===== src/rtl/add_seq_if.sv =====
// Handshake and operand/result bus for the sequential slice adder.
// Optional subtract control (op) is present only when ADD_SEQ_SUB_EN is defined.
interface add_seq_if #(
    parameter int unsigned WORDS = 4
);
    logic               start;
`ifdef ADD_SEQ_SUB_EN
    logic               op;
`endif
    logic [6*WORDS-1:0] A;
    logic [6*WORDS-1:0] B;
    logic               cin;
    logic [6*WORDS-1:0] S;
    logic               cout;
    logic               busy;
    logic               done;

`ifdef ADD_SEQ_SUB_EN
    modport master (output start, op, A, B, cin, input S, cout, busy, done);
    modport slave  (input start, op, A, B, cin, output S, cout, busy, done);
`else
    modport master (output start, A, B, cin, input S, cout, busy, done);
    modport slave  (input start, A, B, cin, output S, cout, busy, done);
`endif
endinterface


===== src/rtl/add_seq_ctrl.sv =====
// Sequential multi-word adder: one 6-bit adder slice reused WORDS times, LSB slice first.
// Optional feature macro: ADD_SEQ_SUB_EN adds the op input (1 = subtract A - B).
// Also holds the sum6bit slice adder used by the controller.

module sum6bit (
    input  logic [5:0] a,
    input  logic [5:0] b,
    input  logic       cin,
    output logic [5:0] sum,
    output logic       cout
);
    logic [6:0] total;

    // Full 6-bit add; bit 6 is the carry out.
    always_comb begin
        total = {1'b0, a} + {1'b0, b} + {6'd0, cin};
        sum   = total[5:0];
        cout  = total[6];
    end
endmodule

module add_seq_ctrl #(
    parameter int unsigned WORDS = 4
) (
    input  logic     clk,
    input  logic     rst,
    add_seq_if.slave bus
);
    localparam int unsigned W       = 6 * WORDS;
    localparam logic [2:0]  LAST_IDX = 3'(WORDS - 1);

    typedef enum logic [1:0] {StIdle, StRun, StDone} state_e;

    state_e         state_q, state_d;
    logic [W-1:0]   a_q, b_q, s_q;
    logic           carry_q, cout_q;
    logic [2:0]     idx_q;

    logic           accept;
    logic           last;
    logic [W-1:0]   b_in;
    logic           cin_in;
    int unsigned    base;
    logic [5:0]     a_slice, b_slice, sum_slice;
    logic           slice_cout;

    // Start is honoured only outside RUN; last marks the final slice edge.
    always_comb begin
        accept = bus.start && (state_q == StIdle || state_q == StDone);
        last   = (state_q == StRun) && (idx_q == LAST_IDX);
    end

`ifdef ADD_SEQ_SUB_EN
    // Subtract as A + ~B + 1; cin is ignored when op is set.
    always_comb begin
        b_in   = bus.op ? ~bus.B : bus.B;
        cin_in = bus.op ? 1'b1 : bus.cin;
    end
`else
    // Plain add: operands pass straight through.
    always_comb begin
        b_in   = bus.B;
        cin_in = bus.cin;
    end
`endif

    // Select the current operand slices for the shared adder.
    always_comb begin
        base    = 6 * 32'(idx_q);
        a_slice = a_q[base +: 6];
        b_slice = b_q[base +: 6];
    end

    sum6bit u_sum6bit (
        .a    (a_slice),
        .b    (b_slice),
        .cin  (carry_q),
        .sum  (sum_slice),
        .cout (slice_cout)
    );

    // FSM state register.
    always_ff @(posedge clk) begin
        if (rst) state_q <= StIdle;
        else     state_q <= state_d;
    end

    // FSM next state: DONE always lasts one cycle, back-to-back start allowed from DONE.
    always_comb begin
        state_d = state_q;
        unique case (state_q)
            StIdle:  if (bus.start) state_d = StRun;
            StRun:   if (last) state_d = StDone;
            StDone:  state_d = bus.start ? StRun : StIdle;
            default: state_d = StIdle;
        endcase
    end

    // Datapath: latch operands on accept, then write one result slice per RUN cycle.
    always_ff @(posedge clk) begin
        if (rst) begin
            a_q     <= '0;
            b_q     <= '0;
            s_q     <= '0;
            carry_q <= 1'b0;
            cout_q  <= 1'b0;
            idx_q   <= 3'd0;
        end else if (accept) begin
            a_q     <= bus.A;
            b_q     <= b_in;
            carry_q <= cin_in;
            idx_q   <= 3'd0;
        end else if (state_q == StRun) begin
            s_q[base +: 6] <= sum_slice;
            carry_q        <= slice_cout;
            if (last) begin
                cout_q <= slice_cout;
                idx_q  <= 3'd0;
            end else begin
                idx_q  <= idx_q + 3'd1;
            end
        end
    end

    // Registered outputs; busy and done decode directly from the state register.
    always_comb begin
        bus.S    = s_q;
        bus.cout = cout_q;
        bus.busy = (state_q == StRun);
        bus.done = (state_q == StDone);
    end
endmodule


===== src/flat_wrapper.sv =====
// flat-port wrapper written by rule: the top's interface ports become plain ports
module add_seq_ctrl_flat 
#(
    parameter int unsigned WORDS = 4
)
  (clk, rst, bus_start, bus_A, bus_B, bus_cin, bus_S, bus_cout, bus_busy, bus_done);
  add_seq_if #(.WORDS(WORDS)) bus_i ();
  input  logic clk;
  input  logic rst;
  input wire logic [$bits(bus_i.start)-1:0] bus_start;
  input wire logic [$bits(bus_i.A)-1:0] bus_A;
  input wire logic [$bits(bus_i.B)-1:0] bus_B;
  input wire logic [$bits(bus_i.cin)-1:0] bus_cin;
  output wire logic [$bits(bus_i.S)-1:0] bus_S;
  output wire logic [$bits(bus_i.cout)-1:0] bus_cout;
  output wire logic [$bits(bus_i.busy)-1:0] bus_busy;
  output wire logic [$bits(bus_i.done)-1:0] bus_done;
  assign bus_i.start = bus_start;
  assign bus_i.A = bus_A;
  assign bus_i.B = bus_B;
  assign bus_i.cin = bus_cin;
  assign bus_S = bus_i.S;
  assign bus_cout = bus_i.cout;
  assign bus_busy = bus_i.busy;
  assign bus_done = bus_i.done;
  add_seq_ctrl #(.WORDS(WORDS)) u_core (.clk(clk), .rst(rst), .bus(bus_i));
endmodule

===== config.mk =====
export PLATFORM = sky130hd
export DESIGN_NAME = add_seq_ctrl_flat
export DESIGN_NICKNAME = d
export VERILOG_FILES = /design/src/rtl/add_seq_if.sv /design/src/rtl/add_seq_ctrl.sv /design/src/flat_wrapper.sv
export SDC_FILE = /design/constraint.sdc
export NUM_CORES = 1
export LEC_CHECK = 0
export BUFFER_PORTS_ARGS = -buffer_cell sky130_fd_sc_hd__buf_2
export CAP_MARGIN = 20
export CORE_AREA = 2 2 101 103
export DETAILED_ROUTE_END_ITERATION = 6
export DIE_AREA = 0 0 103 105
export PLACE_DENSITY = 0.66
export SLEW_MARGIN = 20
export SYNTH_ARGS = -nofsm -noshare
export SYNTH_HDL_FRONTEND = slang
export SYNTH_HIERARCHICAL = 1
export SYNTH_SLANG_ARGS = --single-unit

===== constraint.sdc =====
create_clock -name clk -period 12.7 [get_ports clk]
set_clock_uncertainty 0.1 [all_clocks]
set_input_delay 1.905 -clock clk [delete_from_list [all_inputs] [get_ports clk]]
set_output_delay 1.905 -clock clk [all_outputs]
set_load 0.02 [all_outputs]

# --- Yosys cells after proc, flatten, opt, wreduce, memory -nomap -nowiden ---
# Cells that the tools add are included.
classes:
  mul: 1
  n_reduce_logical: 9
  addsub: 4
  shifts: 4
  n_eq_ne: 5
  n_bitwise: 1
  n_mux: 8
ops:
  columns: ["cell", "n"]
  rows:
  - ["indexed part select 24 x 7 -> 6 bit", 2]
  - ["negator 6 -> 34 bit", 1]
  - ["variable shift 6 x 34 -> 24 bit, first input constant", 1]
  - ["indexed part select 6 x 34 -> 24 bit", 1]
  - ["bitwise mux 24 bit", 1]
  - ["adder 6 x 6 -> 7 bit", 1]
  - ["adder 7 x 1 -> 7 bit", 1]
  - ["case mux 2 bit (3 select lines)", 1]
  - ["multiplier 2 x 3 -> 5 bit, first input constant", 1]
  - ["2-to-1 mux 2 bit", 2]
  - ["AND reduction 2 bit", 2]
  - ["adder 3 x 1 -> 3 bit, second input constant", 1]
  - ["== test 3 x 2 -> 1 bit, second input constant", 1]
  - ["2-to-1 mux 1 bit", 3]
  - ["2-to-1 mux 3 bit", 1]
  - ["AND reduction 3 bit", 1]
  - ["== test 2 x 1 -> 1 bit, second input constant", 1]
  - ["== test 2 bit, second input constant", 1]
  - ["logical AND 1 bit", 2]
  - ["logical NOT 2 bit", 1]
  - ["inequality test 2 x 1 -> 1 bit, second input constant", 1]
  - ["inequality test 2 bit, second input constant", 1]
  - ["nonzero test 2 bit", 1]
  - ["OR reduction 2 bit", 1]
  - ["2 further kinds", 2]
totals:
  word_cells: 39
  output_inout_bits: 27
  register_bits: 79

# --- Logic depth before layout (Yosys ltp) ---
depth:
  depth_word: 6
  ltp_mapped: 16

# --- Cells and area by module ---
# Netlist, hierarchy kept.
modules_own_cells:
  columns: ["mod", "cells_per_inst", "instances", "seq_area_each_um2", "area_each_um2"]
  rows:
  - ["add_seq_ctrl", 488, 1, 1581.5, 4017.6]
  - ["sum6bit", 28, 1, 0.0, 250.2]

# --- Worst setup path before layout ---
# Ideal clock, no wire load.
synth_path:
  path_kind: "register -> register"
  startpoint: "register u_core.idx_q[1]"
  endpoint: "register u_core.s_q[14], in the netlist u_core/bus.S[14]"
  required_time_ns: 12.530
  arrival_ns: 3.808
  period_less_slack_ns: 3.979
  path_slack_ns: 8.721
  path_buffers: 3
  path_stages_with_launch: 16
  setup_time_ns: 0.070
  path_cell_list: "dfxtp_1 -> clkbuf_1 -> clkbuf_1 -> mux4_2 -> nor2b_1 -> fa_1 -> inv_1 -> fa_1 -> nor2b_4 -> o31a_2 -> a21oi_1 -> clkbuf_1 -> mux2i_1 -> mux2_2 -> or3_1 -> a21oi_1"
synth_between:
  elab_chain_cells: 6
  elab_cells_between_ends: 9
  classes_between: "add/sub: 3; mul: 1; shift: 4; mux: 1"
synth_lines:
  columns: ["item", "line_no", "source"]
  rows:
  - ["start: declaration", "add_seq_ctrl.sv:37", "logic [2:0] idx_q;"]
  - ["start signal: assignment", "add_seq_ctrl.sv:120", "idx_q <= idx_q + 3'd1;"]
  - ["multiplier 2 x 3 -> 5 bit", "add_seq_ctrl.sv:69", "base = 6 * 32'(idx_q);"]
  - ["indexed part select 24 x 7 -> 6 bit", "add_seq_ctrl.sv:70", "a_slice = a_q[base +: 6];"]
  - ["net u_core.a_slice[0]", "add_seq_ctrl.sv:44", "logic [5:0] a_slice, b_slice, sum_slice;"]
  - ["adder 6 x 6 -> 7 bit", "add_seq_ctrl.sv:16", "total = {1'b0, a} + {1'b0, b} + {6'd0, cin};"]
  - ["adder 7 x 1 -> 7 bit", "add_seq_ctrl.sv:16", null]
  - ["net u_core.sum_slice[4]", "add_seq_ctrl.sv:44", null]
  - ["indexed part select 6 x 34 -> 24 bit", "add_seq_ctrl.sv:114", "s_q[base +: 6] <= sum_slice;"]
  - ["bitwise mux 24 bit", "add_seq_ctrl.sv:114", null]
  - ["end signal: indexed assignment", "add_seq_ctrl.sv:114", null]
  - ["end: declaration", "add_seq_ctrl.sv:35", "logic [W-1:0] a_q, b_q, s_q;"]
# The timed path passes the listed nets, and every way through them passes these cells.
# A chain may end at the register's enable or synchronous reset.

# --- Worst setup path after layout ---
layout_path:
  startpoint: "register u_core.idx_q[0]"
  endpoint: "register u_core.s_q[4], in the netlist u_core/bus.S[4]"
layout_between:
  elab_chain_cells: 6
  elab_cells_between_ends: 9
  classes_between: "add/sub: 3; mul: 1; shift: 4; mux: 1"
layout_lines:
  columns: ["item", "line_no"]
  rows:
  - ["multiplier 2 x 3 -> 5 bit *", "add_seq_ctrl.sv:69"]
  - ["indexed part select 24 x 7 -> 6 bit (on tied branches)", "add_seq_ctrl.sv:70, add_seq_ctrl.sv:71"]
  - ["adder 6 x 6 -> 7 bit", "add_seq_ctrl.sv:16"]
  - ["adder 7 x 1 -> 7 bit", "add_seq_ctrl.sv:16"]
  - ["indexed part select 6 x 34 -> 24 bit", "add_seq_ctrl.sv:114"]
  - ["bitwise mux 24 bit *", "add_seq_ctrl.sv:114"]
# Every way passes the cells marked *; elsewhere a longest branch is shown, timed or not.

==> results.yml <==
outcome:
  outcome: "finished, final reports clean"
critical_path:
  crit_path_end_kind: "register"
  path_cells: "buf_4 -> ha_1 -> fa_1 -> xor2_1 -> nor3_1 -> ha_1 -> nor4bb_1 -> o41ai_2 -> o41a_1 -> a221oi_1 -> nor3_1"
  slowest_stage: "xor2_1"
  worstPathArrival_ns: 4.71
  required_ns: 12.81
  cp-start-kind: "register"
  max_stage_delay_ns: 0.75
  crit_type: "register to register"
  path_max_fanout: 30
  rrSetupSlack_ns: 8.11
clock_tree:
  cts.sinks: 79
  clock_latency_ns: 0.35
  numCtsBuffers: 9
  cts_hold_buf: 0
  postCtsSetupBuffers: 0
  cts_resized: 0
  cts_tree: "yes"
  cts_max_level: 3
  clk_pin_slew_worst_paths_ns: 0.08
  root_buffer: "clkbuf_8"
  cts_max_path_buffers: 2
timing:
  hold_viol: 0
  worst_slew_pin_slew_ns: 1.04
  slew_headroom_pct: 30.7
  rsz0062_at_grt: "no"
  setup_violations: 0
  min_period_over_period_pct: 36.2
  fmax_ghz: 0.218
  tns_ns: 0
  drv_slew: 0
  finalCriticalPeriod_ns: 4.59
  whs_ns: 0.354
flow_run:
  drv_cap: 0
synth:
  netlist.area_leader.share_pct: 37.1
  yosysTopAreaCell: "dfxtp_1"
  synth.top_cells.by_area: "dfxtp_1 (37%), nand2_1 (10%), a21oi_1 (8.3%)"
  syn_nets: 583
  synthCells: 516
  ys_types: 63
  synth_ff_type: "dfxtp_1"
  ys_async_sr_fraction_pct: 0
  seq_area_frac_synth_pct: 37.1
  synth_area_per_cell_um2: 8.27
  yosys_warnings: 6
  synthTopCellsByCount: "nand2_1 (119), dfxtp_1 (79), a21oi_1 (71), clkbuf_1 (25), nor2b_1 (22)"
  synth_area_mm2: 0.00427
  ys_seq_elements: 79
  yosysMostFrequentCell: "nand2_1"
  synth_edf_count: 0
routing:
  routed_wl_mm: 10.9
  via_per_inst: 5.44
  antenna_left: 0
  first_pass_iters: 4
  num_vias: 3838
  drc: 0
  drt_iter0_drc: 194
  wl_per_cell_um: 15.4
pwr:
  switchingPower_uw: 161
  p_int_uw: 399
  power.share.clock_pct: 34.0
  power_frac_seq_pct: 47.6
  ir_drop_mv: 0.0638
  p_leak_nw: 1.96
  powerDensity_mw_per_mm2: 115
  sw_frac_of_total_pct: 28.7
  total_power_uw: 560
  combPwrFrac_pct: 18.5
cells_and_area:
  area_delta_synth_final_pct: 14.4
  diodes: 0
  final_cells: 706
  finish.utilization_pct: 50.6
  nNetsFinal: 636
  drive_above_1_share_pct: 20.9
grt:
  grt_max_degree: 74
  grt_pass1_vias: 3696
  grt_pass1_wl_mm: 17.8
  antenna_found_initial: 0
  grt-ovfl-total: 0
  globalRouteTotalUtil_pct: 20.9
die:
  row_count: 36
  ioPinCount: 79
  die-area_mm2: 0.0108
  start_util_pct: 44.3
  die_w_um: 103
  core_area_mm2: 0.00964
  die_h_um: 105
placed_design:
  numPortBuffers: 78
  dpl.cell_count: 691
  gp_congestion: 0.910
  hpwl_mm: 7.77
hold_path:
  min_path_type: "register to register"
## power groups by stage
stage	clock [mW]	combinational (mW)	sequential [mW]
6_report	0.190	0.103	0.266
5_1_grt	0.205	0.115	0.268
4_1_cts	0.196	0.104	0.267
3_5_place_dp	0	0.103	0.272
3_3_place_gp	0	0.103	0.272
2_1_floorplan	0	0.0738	0.272
## registers in the layout, summed over array words and instances, names as in the netlist
name,cells
u_core/carry_q,1
u_core/bus.S,24
u_core/idx_q,3
u_core/bus.cout,1
u_core/state_q,2
u_core/a_q,24
u_core/b_q,24
## layout make-up
class | instances | area [µm²]
Multi-Input combinational cell | 385 | 2480
Sequential cell | 79 | 1580
Inverter | 14 | 52.6
Clock inverter | 3 | 42.5
Clock buffer | 12 | 155
Fill cell | 982 | 4760
Tap cell | 133 | 166
Timing Repair Buffer | 80 | 405
## cells in the final DEF, fill, tap and decap left out, types with 2 or more instances in the layout
master and instances:
xnor2_2 2, a31oi_1 2, a211oi_2 2, a221oi_1 3, and3_1 2, or3_1 2
dfxtp_1 79, o2bb2ai_1 2, o21ai_0 14, nand2b_1 5, nor2_1 21, a21o_1 2
a32oi_1 3, nor3_1 9, mux2i_1 11, o311a_1 2, and2_1 2, nand4_1 4
xnor2_1 6, a32o_1 3, a22oi_1 3, o22ai_1 2, clkbuf_8 11, nor4_1 3
fa_1 3, a21oi_1 71, nor2b_1 21, nand3_1 10, a311oi_1 2, nand2_1 119
a211oi_1 3, mux4_2 12, buf_4 2, ha_1 12, inv_1 14, nor2b_4 2
buf_2 78
## cell families after synthesis
kind of cell	Yosys count	share of synthesized area, %
xor+xnor	9	2.20
compound gates	128	18.9
flops	79	37.1
simple gates	209	22.7
buf+inv	52	5.10
mux	24	9.18
fa+ha+maj	15	4.93
## stage by stage
step                      setup WS [ns]  area (µm²)
after floorplan                    8.72        4270
after global placement             8.19        4680
after detailed placement           8.09        4680
after CTS                          8.08        4880
after global routing               7.75        4880
final                              8.11        4880
## path summary, 6_finish.rpt
check                                startpoint               to  cells past startpoint
worst max register to register  u_core/idx_q[0]  u_core/bus.S[4]                     11
worst min-delay path             u_core/a_q[13]   u_core/a_q[13]                      2
worst max-delay path            u_core/idx_q[0]  u_core/bus.S[4]                     11
worst min register to register   u_core/a_q[13]   u_core/a_q[13]                      2
## per-layer routing
metal	part of all wire [%]	global-route usage, %
met5	0	0
met4	3.0	10.4
met3	4.4	4.08
met2	48	33.5
met1	44	26.4
## critical path: cells and delay by family, from the launching register on
| family | cells | cell delay, ns |
|---|---|---|
| flops | 1 | 0.61 |
| compound gates | 3 | 1.00 |
| simple gates | 3 | 0.53 |
| fa+ha+maj | 3 | 1.00 |
| xor+xnor | 1 | 0.75 |
| buf+inv | 1 | 0.44 |
Power figures use the tool's default switching activity.
